--- config.mk ---
export PLATFORM = sky130hd
export DESIGN_NAME = lib_switch_allocator_rr
export DESIGN_NICKNAME = d
export VERILOG_FILES = /design/src/rtl/lib_switch_allocator_rr.sv
export SDC_FILE = /design/constraint.sdc
export NUM_CORES = 1
export LEC_CHECK = 0
export CAP_MARGIN = 15
export CORE_MARGIN = 1.5
export CORE_UTILIZATION = 30
export CTS_BUF_LIST = sky130_fd_sc_hd__clkbuf_8
export CTS_CLUSTER_DIAMETER = 30
export DETAILED_ROUTE_END_ITERATION = 8
export GPL_TIMING_DRIVEN = 1
export SLEW_MARGIN = 25
export SYNTH_ARGS = -nofsm -noshare
export SYNTH_HDL_FRONTEND = slang
export SYNTH_SLANG_ARGS = --single-unit
--- constraint.sdc ---
create_clock -name clk -period 5.2 [get_ports clk]
set_clock_uncertainty 0.05 [all_clocks]
set_input_delay 1.04 -clock clk [delete_from_list [all_inputs] [get_ports clk]]
set_output_delay 1.04 -clock clk [all_outputs]
set_load 0.01 [all_outputs]
--- src/rtl/lib_switch_allocator_rr.sv ---
// Per-output round-robin switch allocator feeding a one-hot crossbar.
// Registered select rows per output plus per-input pop pulses, latency one cycle.
module lib_switch_allocator_rr #(
    parameter int N = 5,
    parameter int M = 5
) (
    input  logic                   clk,
    input  logic                   reset,
    input  logic                   ce,
    input  logic [0:N-1][0:M-1]    i_req,
    input  logic [0:M-1]           i_en,
    output logic [0:M-1][0:N-1]    o_sel,
    output logic [0:N-1]           o_input_grant
);

    localparam int PW = (N > 1) ? $clog2(N) : 1;

    logic [0:M-1][PW-1:0] ptr;
    logic [0:M-1][PW-1:0] ptr_nxt;
    logic [0:N-1][0:M-1]  req_m;
    logic [0:M-1][0:N-1]  gnt;
    logic [0:N-1]         input_grant_nxt;

    // An input being popped this cycle still shows the departing flit's request,
    // so it sits out one arbitration round; multi-hot requests keep only the lowest output.
    always_comb begin
        logic hit;
        // NOTE: every combinational output gets a default first, so no path leaves it unassigned (no latch).
        req_m = '0;
        for (int j = 0; j < N; j++) begin
            hit = 1'b0;
            for (int k = 0; k < M; k++) begin
                if (!hit && i_req[j][k] && !o_input_grant[j]) begin
                    req_m[j][k] = 1'b1;
                    hit         = 1'b1;
                end
            end
        end
    end

    always_comb begin
        logic found;
        int   idx;
        gnt     = '0;
        ptr_nxt = ptr;
        for (int k = 0; k < M; k++) begin
            // NOTE: blocking assignments here; found/idx are scratch values read later in the same pass.
            found = 1'b0;
            for (int off = 0; off < N; off++) begin
                idx = int'(ptr[k]) + off;
                if (idx >= N) idx = idx - N;
                if (i_en[k] && !found && req_m[idx][k]) begin
                    found       = 1'b1;
                    gnt[k][idx] = 1'b1;
                    ptr_nxt[k]  = (idx == N - 1) ? '0 : PW'(idx + 1);
                end
            end
        end
    end

    always_comb begin
        input_grant_nxt = '0;
        for (int j = 0; j < N; j++) begin
            for (int k = 0; k < M; k++) begin
                input_grant_nxt[j] = input_grant_nxt[j] | gnt[k][j];
            end
        end
    end

    // NOTE: state registers use non-blocking assignments so all flops update together at the edge.
    always_ff @(posedge clk) begin
        if (reset) begin
            o_sel         <= '0;
            o_input_grant <= '0;
            ptr           <= '0;
        end else if (ce) begin
            o_sel         <= gnt;
            o_input_grant <= input_grant_nxt;
            ptr           <= ptr_nxt;
        end
    end

endmodule

==> out/results.ini <==
[clock_tree]
numCtsBuffers=5
cts_tree=done
clockBufferDepth=2
post_cts_resized=0
path_clk_slew_ns=0.11
root_buffer=clkbuf_8
h-tree-depth=2
clock_sinks=45
clkLatencyLatePin_ns=0.32
post_cts_buffers=0
cts_hold_buf=0

[synthesis]
synth.yosys.warnings=0
syn_inst=1639
ys_seq_elements=45
synth_common_cells=nand2_1, nor2_1, ha_1
synth_top_cell_area_share=0.127
synth_edf_count=0
async_flop_share=0
synth_cell_types=114
synth_seq_area_share=0.0785
synth_area_per_cell_um2=7.00
synth_nets=1793
synth_area_um2=11500
yosysMostFrequentCell=nand2_1
yosysTopAreaCell=ha_1
synthFlopType=dfxtp_1
yosys-top-cells-area=ha_1, dfxtp_1, a211oi_1

[power_and_ir_drop]
ir_drop_mv=0.156
p_leak_nw=4.92
power_density_nw_per_um2=608

[flow_run]
drv_cap=0

[final_layout]
final_nets=1829
syn2layout_area_growth_pct=11.7
drive_gt1_frac=0.0817
n_antenna_cell=0

[worst_setup_path]
required_ns=5.37
worst_setup_path_start_kind=flop
arrival_ns=4.86
crit_type=reg2reg
regToRegEndpoint=o_input_grant[1]
r2r_start=ptr[3]
critPathCaptureType=flop
rr_worst_depth=12
startpoint=ptr[3]
worstPathMaxFanout=10
crit_path_end=o_input_grant[1]
ff2ff_setup_slack_ns=0.51

[routing]
routed_wl_um=44100
avgRoutedWirePerCell_um=20.2
drt_iter0_drc=1387
drt_pass1_iterations=5
num_vias=13315
drc=0
via_per_inst=6.09
drtAntennaViolNets=0

[place]
dp_hpwl_um=34900
place.gp.congestion=0.987
port_buffers=62

[global_routing]
grt_max_degree=45
grt_usage=0.218
grt_pass1_wl_um=68500
grt_pass1_vias=12368
grt_overflow=0
antenna_found_initial=2

[timing]
fin_setup_tns_ns=0
worst_pin_slew_ns=0.911
post-route-period-util=0.902
setup_violations=0
fmax_mhz=213
rsz0062_at_grt=false
final-max-slew-violation-count=0
slew_headroom=0.392
finalHoldViolCount=0
finalHoldWorstSlack_ns=0.438
fin_crit_ns=4.69

[worst_hold_path]
hold_class=reg2reg

[status]
status=finished clean

[die]
row_count=71
die_y_um=199
ioPinCount=63
core_um2=37700
dieWidth_um=199
die_area_um2=39400
initial_core_util=0.305

==> worst max-delay path, stage by stage (launching register included) <==
cell      delay (ns)
dfxtp_1         0.36
clkinv_1        0.28
ha_1            0.41
ha_1            0.52
inv_1           0.13
o311ai_1        0.69
mux2_2          0.43
a31oi_1         0.43
nand3b_1        0.30
or2_0           0.31
o221ai_1        0.30
a211oi_1        0.12
a311oi_1        0.26
==> metrics by stage <==
stage	area [um^2]	worst slack [ns]	util	power (mW)	std cells
after floorplan	11500	1.15	-	5.51	1639
after global placement	12700	0.493	0.338	7.28	2179
after detailed placement	12700	0.485	0.338	7.35	2179
after CTS	12800	0.622	0.340	7.63	2187
after global routing	12800	0.236	0.340	8.45	2187
final	12800	0.509	0.340	7.79	2187
==> sequential cells by signal, indices dropped and copies added, names as in the netlist <==
register / count
o_sel: 25
o_input_grant: 5
ptr: 15
==> kinds of logic (layout without fill, tap and decap cells) <==
family                     count (synthesis)  after routing  synth area share
AOI/OAI and AO/OA                        576            576             0.360
xor gates and xnor gates                  25             25            0.0204
adders and majority gates                121            121             0.135
buffers and inverters                    188            225            0.0666
DFF                                       45             45            0.0785
muxes                                     47             47            0.0420
and+or+nand+nor                          637            637             0.297
==> power breakdown <==
part	leakage [nW]	switching, mW	internal (mW)	total, mW
clock	0.0447	0.149	0.0975	0.246
sequential	0.370	0.129	0.428	0.557
combinational	4.51	4.42	2.56	6.98
==> how the worst min path moves through the flow <==
stage,start,endpoint,depth (start not counted)
4_1_cts,o_sel[19],o_sel[19],2
3_5_place_dp,o_sel[19],o_sel[19],2
6_report,o_sel[8],o_sel[8],2
5_1_grt,o_sel[19],o_sel[19],2
2_1_floorplan,o_sel[16],o_sel[16],2
3_3_place_gp,o_sel[8],o_sel[8],2
==> per-layer routing <==
layer / vias to the layer above / routed length, um / global-route usage
li1: 6311 / - / -
met1: 6310 / 19600 / 0.294
met2: 618 / 19900 / 0.365
met3: 72 / 3470 / 0.0248
met4: 4 / 1070 / 0.0556
met5: - / 26 / 0
==> area by class of cell <==
class	count	area [um^2]
Clock inverter	3	25.0
Fill cell	4116	24900
Inverter	107	402
Sequential cell	45	901
Timing Repair Buffer	110	971
Tap cell	511	639
Multi-Input combinational cell	1406	9810
Clock buffer	5	68.8
==> layout by cell type (no fill, tap or decap), drive strengths merged, types with 13 or more instances in the layout <==
cell type / instances
a211oi: 81
a21o: 21
a21oi: 112
a31oi: 26
and2: 21
buf: 50
clkdlybuf4s50: 60
dfxtp: 45
ha: 116
inv: 105
mux2i: 38
nand2: 151
nand2b: 38
nand3: 45
nand3b: 13
nand4: 14
nor2: 123
nor2b: 33
nor3: 67
nor4: 27
o211ai: 21
o21a: 14
o21ai: 89
o22ai: 22
o31ai: 18
or3: 19
xnor2: 17
No activity file was read; power rests on OpenSTA's default activity.
